[config.mk]
export PLATFORM = sky130hd
export DESIGN_NAME = gpio_in_cond
export DESIGN_NICKNAME = d
export VERILOG_FILES = /design/src/rtl/gpio_pkg.sv /design/src/rtl/gpio_in_bit.sv /design/src/rtl/gpio_in_cond.sv
export SDC_FILE = /design/constraint.sdc
export NUM_CORES = 1
export LEC_CHECK = 0
export CELL_PAD_IN_SITES_DETAIL_PLACEMENT = 1
export CELL_PAD_IN_SITES_GLOBAL_PLACEMENT = 2
export CORE_ASPECT_RATIO = 0.75
export CORE_UTILIZATION = 30
export CTS_BUF_LIST = sky130_fd_sc_hd__clkbuf_8 sky130_fd_sc_hd__clkbuf_16
export DETAILED_ROUTE_END_ITERATION = 10
export PLACE_DENSITY = 0.88
export SLEW_MARGIN = 20
export SYNTH_ARGS = -nofsm -noshare
export SYNTH_HDL_FRONTEND = slang
export SYNTH_HIERARCHICAL = 1
export SYNTH_SLANG_ARGS = --single-unit
[constraint.sdc]
create_clock -name clk_i -period 1.4 [get_ports clk_i]
set_input_delay 0.28 -clock clk_i [delete_from_list [all_inputs] [get_ports clk_i]]
set_output_delay 0.28 -clock clk_i [all_outputs]
set_load 0.03 [all_outputs]
[src/rtl/gpio_pkg.sv]
// Shared GPIO types and constants for the input-conditioning path.
// Debounce counter width is derived here so every pin agrees on it.
package gpio_pkg;

  localparam int unsigned GPIO_WIDTH = 32;
  localparam int unsigned GPIO_DEB_DEFAULT = 16;

  typedef logic [GPIO_WIDTH-1:0] gpio_vec_t;

  function automatic int unsigned deb_cnt_width(
    input int unsigned deb
  );
    return $clog2(deb + 1);
  endfunction

endpackage

[src/rtl/gpio_in_bit.sv]
// One GPIO pin: two-flop synchroniser, optional debounce, edge pulses.
// level_o changes only after the synchronised pad holds DEB_CYCLES cycles.
module gpio_in_bit
  import gpio_pkg::*;
#(
  parameter int unsigned DEB_CYCLES = GPIO_DEB_DEFAULT
) (
  input  logic clk_i,
  input  logic reset_i,
  input  logic pad_i,
  input  logic deb_en_i,
  output logic level_o,
  output logic rise_o,
  output logic fall_o
);

  localparam int unsigned CW = deb_cnt_width(DEB_CYCLES);
  localparam logic [CW-1:0] CNT_LAST = CW'(DEB_CYCLES - 1);

  logic          s1_d, s1_q;
  logic          s2_d, s2_q;
  logic          level_d, level_q;
  logic          level_dly_d, level_dly_q;
  logic [CW-1:0] cnt_d, cnt_q;

  always_comb begin
    s1_d        = pad_i;
    s2_d        = s1_q;
    level_d     = level_q;
    level_dly_d = level_q;
    cnt_d       = '0;
    if (!deb_en_i) begin
      level_d = s2_q;
    end else if (s2_q != level_q) begin
      // Terminal count accepts the new level; counter restarts at 0.
      if (cnt_q == CNT_LAST) begin
        level_d = s2_q;
      end else begin
        cnt_d = cnt_q + CW'(1);
      end
    end
  end

  always_ff @(posedge clk_i or posedge reset_i) begin
    if (reset_i) begin
      s1_q        <= 1'b0;
      s2_q        <= 1'b0;
      level_q     <= 1'b0;
      level_dly_q <= 1'b0;
      cnt_q       <= '0;
    end else begin
      s1_q        <= s1_d;
      s2_q        <= s2_d;
      level_q     <= level_d;
      level_dly_q <= level_dly_d;
      cnt_q       <= cnt_d;
    end
  end

  assign level_o = level_q;
  assign rise_o  = level_q & ~level_dly_q;
  assign fall_o  = ~level_q & level_dly_q;

endmodule

[src/rtl/gpio_in_cond.sv]
// GPIO input conditioning: per-pin sync/debounce/edges plus W1C pending.
// Pending bits and irq_o exist only when GPIO_IN_IRQ_EN is defined.
module gpio_in_cond
  import gpio_pkg::*;
#(
  parameter int unsigned WIDTH      = GPIO_WIDTH,
  parameter int unsigned DEB_CYCLES = GPIO_DEB_DEFAULT
) (
  input  logic             clk_i,
  input  logic             reset_i,
  input  logic [WIDTH-1:0] pad_i,
  input  logic [WIDTH-1:0] oe_i,
  input  logic [WIDTH-1:0] deb_en_i,
  input  logic [WIDTH-1:0] rise_en_i,
  input  logic [WIDTH-1:0] fall_en_i,
  input  logic [WIDTH-1:0] irq_clr_i,
  output logic [WIDTH-1:0] level_o,
  output logic [WIDTH-1:0] rise_o,
  output logic [WIDTH-1:0] fall_o,
  output logic [WIDTH-1:0] irq_pend_o,
  output logic             irq_o
);

  for (genvar n = 0; n < WIDTH; n++) begin : g_pin
    gpio_in_bit #(
      .DEB_CYCLES (DEB_CYCLES)
    ) u_bit (
      .clk_i    (clk_i),
      .reset_i  (reset_i),
      .pad_i    (pad_i[n]),
      .deb_en_i (deb_en_i[n]),
      .level_o  (level_o[n]),
      .rise_o   (rise_o[n]),
      .fall_o   (fall_o[n])
    );
  end

`ifdef GPIO_IN_IRQ_EN
  logic [WIDTH-1:0] set_w;
  logic [WIDTH-1:0] pend_d, pend_q;

  // Set has priority over a same-cycle clear.
  always_comb begin
    set_w  = ~oe_i & ((rise_o & rise_en_i) | (fall_o & fall_en_i));
    pend_d = (pend_q & ~irq_clr_i) | set_w;
  end

  always_ff @(posedge clk_i or posedge reset_i) begin
    if (reset_i) begin
      pend_q <= '0;
    end else begin
      pend_q <= pend_d;
    end
  end

  assign irq_pend_o = pend_q;
  assign irq_o      = |pend_q;
`else
  logic unused_irq_in;

  assign unused_irq_in = ^{oe_i, rise_en_i, fall_en_i, irq_clr_i};
  assign irq_pend_o    = '0;
  assign irq_o         = 1'b0;
`endif

endmodule

==> metrics.txt, run 1 <==
nature of the critical path endpoint=output pin; violated checks=setup timing; Seq/Total Area, Yosys=63.1%; Synth Register Bits=288; leak pwr=7.44 nW; largest family of logic cells by synthesized area=simple AND/OR/NAND/NOR gates; area grow syn2layout=38.9%; GRT overflow=0; Final setup viols=92; final hold slack=135 ps; Starting Density=30.7%; Sw Ratio=27.0%; WP depth=3; Critical Path AT=1470 ps; Pins Over Slew Limit=0; # Max-Cap Violations=0; final net count=1470; power density cells=1270 mW/mm^2; slowest CP cell=dfrtp_1; Filler cells=4006; die span in y=171 um; via count=7568; RSZ-0062 raised after global routing=true; CTS buffer count=30; post-synthesis adder-cell area fraction=3.51%; total track usage=13.2%; DIE AREA=0.0389 sq mm; Via-to-Cell Ratio=4.28; Top Ports=323; HPWL after DPL=17.3 mm; delay-heaviest family, CP=flip-flops; Die W=227 um; Synth Area in XOR/XNOR=7.36%; HP Class=primary input to asynchronous set/reset pin; initial antenna violation count=1; DR DRC count=0; Post-Place Worst Slack=-5.19 ps; Worst-path clk slew=60 ps; syn_area_per_cell=11.9 sq um; Port Buffers=161; multiplexer share of the synthesized area=3.15%; Final Skew=16.4 ps; post-synthesis compound-gate area fraction=4.56%; min cycle time layout=1750 ps; most used cell, CP=buf_6; total wire length=26.2 mm; first-pass GRT wire length=41.4 mm; most common cell after layout, fill and taps aside=dfrtp_1; part of the power in registers=45.3%; CP Max Fanout=4; synthesized area=0.0114 sq mm; Net Sw Power=5.45 mW; CTS tree=built; yosys synthesis warning count=6; critical-path cell list=buf_6 > and2b_1 > buf_6; Max stage delay on crit path=410 ps; Final Power=20.2 mW; CP Launch Type=flip-flop; Iter 0 DRT Violations=263; max frequency=0.572 GHz; Post-Syn Instances=962; CTS root buffer=clkbuf_16; DR pass1 iterations=4; Placer Congestion=0.740; status=finished, violations left; pin count of the biggest net entering global routing=33; min setup slack post-route=-349 ps; actual slew at the worst max-slew pin=898 ps; ratio of cells with drive above 1 in the final layout=28.8%; clock latency reported for the late side of the worst-skew pair=560 ps; Synth cell types=15; H-tree levels=1; final hold violation count=0; vias in the first global route=8266; clk buf depth=3; Final Cycle Share=125%; worst rel slew slack=40.1%; Pint=14.8 mW; core area=0.0372 sq mm; row count=61; detailed-route wire length per cell=14.8 um; Logic pwr share=17.1%; Final TNS setup=-17340 ps; Peak supply drop=0.000917 V; critical path class=flip-flop to output pin; most frequent cells in the layout=dfrtp_1, nor2_1, buf_6; Post-DRT Antenna Nets=0; CTS Sinks=288; Clock Power Share=37.6%; Simple-Gate Fraction of Synth Area=14.0%; Critical path buffers and inverters=2; CP required=1120 ps; Register-to-Register Path Depth=6
==> logic make-up (layout without fill, tap and decap cells) <==
group                    Yosys count  after routing
AO/OA/AOI/OAI                     64             64
XOR/XNOR                          96             96
adder cells (fa/ha/maj)           32             32
buffers and inverters             97            367
flip-flops                       288            288
multiplexers                      32             32
other                              1             34
AND/OR/NAND/NOR                  352            352
==> power by group through the flow <==
stage	sequential, mW	combinational (mW)	clock (mW)
after global routing	9.21	3.74	8.23
after global placement	9.19	2.68	0
after floorplan	9.38	1.47	0
final	9.15	3.45	7.60
after CTS	9.11	3.27	7.94
after detailed placement	9.22	2.77	0
==> cell type report <==
class | count | area [sq um] | area share, %
Clock buffer | 34 | 817 | 5.15
Tap cell | 504 | 631 | 3.97
Multi-Input combinational cell | 609 | 4250 | 26.8
Sequential cell | 288 | 7210 | 45.5
Clock inverter | 18 | 120 | 0.757
Antenna cell | 1 | 2.50 | 0.0158
Inverter | 64 | 240 | 1.51
Timing Repair Buffer | 251 | 2600 | 16.4
==> cells in the mapped netlist <==
cell,instances,share of area [%]
dfrtp_1,288,63
nor2_1,160,5.3
inv_1,64,2.1
nand2_1,64,2.1
nand3_1,64,2.8
xor2_1,64,4.9
buf_4,33,2.2
and2b_1,32,2.1
ha_1,32,3.5
mux2_2,32,3.2
nor2b_1,32,1.8
o211ai_1,32,2.1
o21ai_2,32,2.5
xnor2_1,32,2.5
conb_1,1,0.033
==> worst paths after layout <==
check                                         from                  endpoint  slack, ps
max                        g_pin[15].u_bit/level_o                fall_o[15]       -350
min                                        reset_i   g_pin[11].u_bit/level_o        130
max reg2reg                g_pin[30].u_bit/level_o  g_pin[30].u_bit/cnt_q[1]         10
min reg2reg                   g_pin[13].u_bit/s1_q      g_pin[13].u_bit/s2_q        350
max in group asynchronous                  reset_i    g_pin[7].u_bit/level_o        930
min in group clk_i                       pad_i[25]      g_pin[25].u_bit/s1_q        160
==> timing repair <==
item                                    in CTS  in global routing
gates cloned                                 0                  0
gates resized for setup                    281                100
buffers inserted                            50                 22
pin swaps                                    0                 10
hold buffers                                 0                  0
endpoints found under the setup margin      97                124
==> registers in the layout, indices dropped and copies added, names as in the netlist <==
register / cells
g_pin.u_bit/cnt_q: 160
g_pin.u_bit/level_dly_q: 32
g_pin.u_bit/level_o: 32
g_pin.u_bit/s1_q: 32
g_pin.u_bit/s2_q: 32
==> per-layer routing <==
metal,up-vias,global-route usage (%),wire (um)
li1,3598,-,-
met1,3809,16.1,10800
met2,122,23.2,13700
met3,39,3.02,1170
met4,0,3.59,587
met5,-,0,0
==> through the flow <==
step / utilization (%) / instance area, sq um / cells
after CTS: 41.4 / 15400 / 1755
after detailed placement: 36.5 / 13600 / 1653
final: 42.6 / 15900 / 1769
after floorplan: - / 11500 / 994
after global routing: 42.6 / 15900 / 1769
after global placement: 36.5 / 13600 / 1653
No activity file was read; power rests on OpenSTA's default activity.
==> inputs of run 2 (changes only) <==
--- a/config.mk
+++ b/config.mk
@@ -8,12 +8,11 @@
 export CELL_PAD_IN_SITES_DETAIL_PLACEMENT = 1
 export CELL_PAD_IN_SITES_GLOBAL_PLACEMENT = 2
 export CORE_ASPECT_RATIO = 0.75
-export CORE_UTILIZATION = 30
+export CORE_UTILIZATION = 31
 export CTS_BUF_LIST = sky130_fd_sc_hd__clkbuf_8 sky130_fd_sc_hd__clkbuf_16
 export DETAILED_ROUTE_END_ITERATION = 10
-export PLACE_DENSITY = 0.88
+export PLACE_DENSITY = 0.89
 export SLEW_MARGIN = 20
 export SYNTH_ARGS = -nofsm -noshare
 export SYNTH_HDL_FRONTEND = slang
-export SYNTH_HIERARCHICAL = 1
 export SYNTH_SLANG_ARGS = --single-unit
==> metrics.txt, run 2 <==
slowest CP cell=dfrtp_1; Peak supply drop=0.000864 V (-5.8%); ys flop type=dfrtp_1; Final Skew=14.4 ps (-1.99 ps); Worst-path clk slew=60 ps (about the same); Critical Path AT=1430 ps (-40 ps); area grow syn2layout=34.7%; Pins Over Slew Limit=0 (unchanged); Logic pwr share=17.5% (+0.4 points); power density cells=1260 mW/mm^2 (-1.4%); Port Buffers=161 (unchanged); hold path start=pad_i[8]; Post-DRT Antenna Nets=0 (unchanged); clk buf depth=3 (unchanged); syn_area_per_cell=11.7 sq um (-1.0%); violated checks=setup timing; Clock Power Share=37.6% (about the same); CTS Sinks=288 (unchanged); most used cell, CP=buf_6; via count=7646 (+1.0%); DR pass1 iterations=4 (unchanged); synthesized area=0.0121 sq mm (+5.5%); clock latency reported for the late side of the worst-skew pair=560 ps (about the same); GRT overflow=0 (unchanged); DIE AREA=0.0397 sq mm (+2.1%); Final TNS setup=-17080 ps (+254 ps); Pint=15.0 mW (+1.6%); register bank with the most flops=g_pin.u_bit.cnt_q; Final setup viols=95 (+3.3%); Synth cell types=26 (+11); list of most frequent post-synthesis cells=dfrtp_1, nor2_1, buf_4; Sw Ratio=26.5% (-0.47 points); vias in the first global route=8389 (+1.5%); HP Class=primary input to flip-flop; Starting Density=31.5% (+0.79 points); Placer Congestion=0.715 (-3.4%); final hold violation count=0 (unchanged); pin count of the biggest net entering global routing=36 (+9.1%); critical-path cell list=buf_6 > and2b_1 > buf_6; most common cell after layout, fill and taps aside=dfrtp_1; leak pwr=7.48 nW (+0.56%); sequential cell area=0.00722 sq mm (about the same); min cycle time layout=1710 ps (-40.9 ps); Synth Register Bits=288 (unchanged); # Max-Cap Violations=0 (unchanged); detailed-route wire length per cell=14.3 um (-3.1%); die span in y=173 um (+1.0%); Worst R2R Setup Slack=30 ps (+20 ps); critical path launch point=g_pin[10].u_bit.level_o; Iter 0 DRT Violations=324 (+23%); most frequent cells in the layout=dfrtp_1, nor2_1, buf_6; CP required=1120 ps (about the same); critical path class=flip-flop to output pin; H-tree levels=1 (unchanged); Final Cycle Share=122% (-2.9 points); ratio of cells with drive above 1 in the final layout=33.1% (+4.3 points); first-pass GRT wire length=40.6 mm (-1.9%); core area=0.0383 sq mm (+2.9%); Synth async-reset ratio=100% (unchanged); CTS buffer count=30 (unchanged); row count=62 (+1.6%); EDFF count, synth=0 (unchanged); total wire length=25.6 mm (-2.2%); Filler cells=4043 (+0.92%); RSZ-0062 raised after global routing=true; worst reg2reg path startpoint=g_pin[29].u_bit.cnt_q[0]; Die W=230 um (+1.1%); HPWL after DPL=15.9 mm (-8.3%); Net Sw Power=5.40 mW (-0.84%); CP Max Fanout=4 (unchanged); status=finished, violations left; cell with the most instances after synthesis=dfrtp_1; part of the power in registers=44.9% (-0.4 points); DR DRC count=0 (unchanged); top-area cell type share of the netlist area=59.8% (-3.3 points); CTS tree=built; Finished Layout Cells=1784 (+0.85%); placed instance count=1646 (-0.42%); Via-to-Cell Ratio=4.29 (+0.18%); final net count=1478 (+0.54%); final hold slack=154 ps (+19.5 ps); Seq/Total Area, Yosys=59.8% (-3.3 points); Max stage delay on crit path=400 ps (about the same); Ant. Diodes=0 (-1); min setup slack post-route=-308 ps (+40.9 ps); footprint of the multi-input gates=0.00436 sq mm (+2.6%); Post-Syn Instances=1026 (+6.7%); max reg flops=160 (unchanged); max frequency=0.586 GHz (+2.4%); Top Ports=323 (unchanged); initial antenna violation count=0 (-1); CTS root buffer=clkbuf_16; Synth area leaders=dfrtp_1, buf_4, nor2_1, xor2_1, ha_1; yosys synthesis warning count=0 (-6); Yosys top cell by area=dfrtp_1; nature of the critical path endpoint=output pin; CP Launch Type=flip-flop; total track usage=12.2% (-0.98 points)
-- run 2: cell types whose count changed after synthesis, sizes merged, moves of 6 or more --
cell	previous run	this run
nor2b	32	57
and3	0	8
inv	64	27
and2b	32	7
nand2b	0	6
nor2	160	146
buf	33	129
-- run 2: worst max-delay path, delay by kind of cell (launching register included) --
family	cells	cell delay, ps
buffers and inverters	2	260
flip-flops	1	400
AND/OR/NAND/NOR	1	200
-- run 2: kinds of logic (layout without fill, tap and decap cells) --
kind of cell             count (synthesis)  count (layout)  synth area share (%)
multiplexers                            32              32                  2.99
AO/OA/AOI/OAI                           63              63                  4.04
adder cells (fa/ha/maj)                 32              32                  3.32
AND/OR/NAND/NOR                        361             361                  14.1
other                                    1              33                0.0311
flip-flops                             288             288                  59.8
XOR/XNOR                                93              93                  6.88
buffers and inverters                  156             370                  8.87
-- run 2: layer usage --
| metal | up-vias | GRT usage (%) | share of wire (%) |
|---|---|---|---|
| met5 | - | 0 | 0 |
| met4 | 0 | 3.15 | 2.4 |
| met3 | 40 | 2.39 | 3.5 |
| met2 | 115 | 21.7 | 53 |
| met1 | 3857 | 15.2 | 41 |
| li1 | 3634 | - | - |
-- run 2: worst paths after layout --
check | endpoint | depth (start not counted)
max | fall_o[10] | 3
min | g_pin[8].u_bit.s1_q | 1
max reg2reg | g_pin[29].u_bit.level_o | 4
min reg2reg | g_pin[5].u_bit.s2_q | 0
max in group asynchronous | g_pin[18].u_bit.level_o | 4
min in group asynchronous | g_pin[14].u_bit.s1_q | 3
-- run 2: metrics by stage --
step	instance area [sq um]	setup WS (ps)	utilization (%)	power, mW
6_report	16200	-308	42.4	20.4
5_1_grt	16200	-374	42.4	21.4
4_1_cts	15500	-369	40.3	20.3
3_5_place_dp	13700	33.3	35.8	12.0
3_3_place_gp	13700	53.5	35.8	11.8
2_1_floorplan	12200	-2700	-	11.2
-- run 2: cell type report --
| cell class | instances | share of cell area [%] |
|---|---|---|
| clock inverters | 12 | 0.385 |
| inverters | 27 | 0.647 |
| flip-flops and latches | 288 | 44.4 |
| repair buffers | 291 | 18.2 |
| well taps | 512 | 3.94 |
| clock buffers | 40 | 5.54 |
| multi-input cells | 614 | 26.8 |
-- run 2: power by group through the flow --
stage / clock, mW / combinational (mW) / sequential, mW
after floorplan: 0 / 2.03 / 9.20
after global placement: 0 / 2.65 / 9.20
after detailed placement: 0 / 2.73 / 9.24
after CTS: 8.02 / 3.20 / 9.11
after global routing: 8.30 / 3.85 / 9.21
final: 7.67 / 3.56 / 9.16
-- run 2: what timing repair did --
item                                    4_1_cts  5_1_grt
resized for setup                           238      136
cloned                                        0        0
hold endpoints to repair                      0        0
endpoints found under the setup margin       97      126
pin swaps                                     0       17
hold buffers                                  0        0
buffers inserted                             57       43
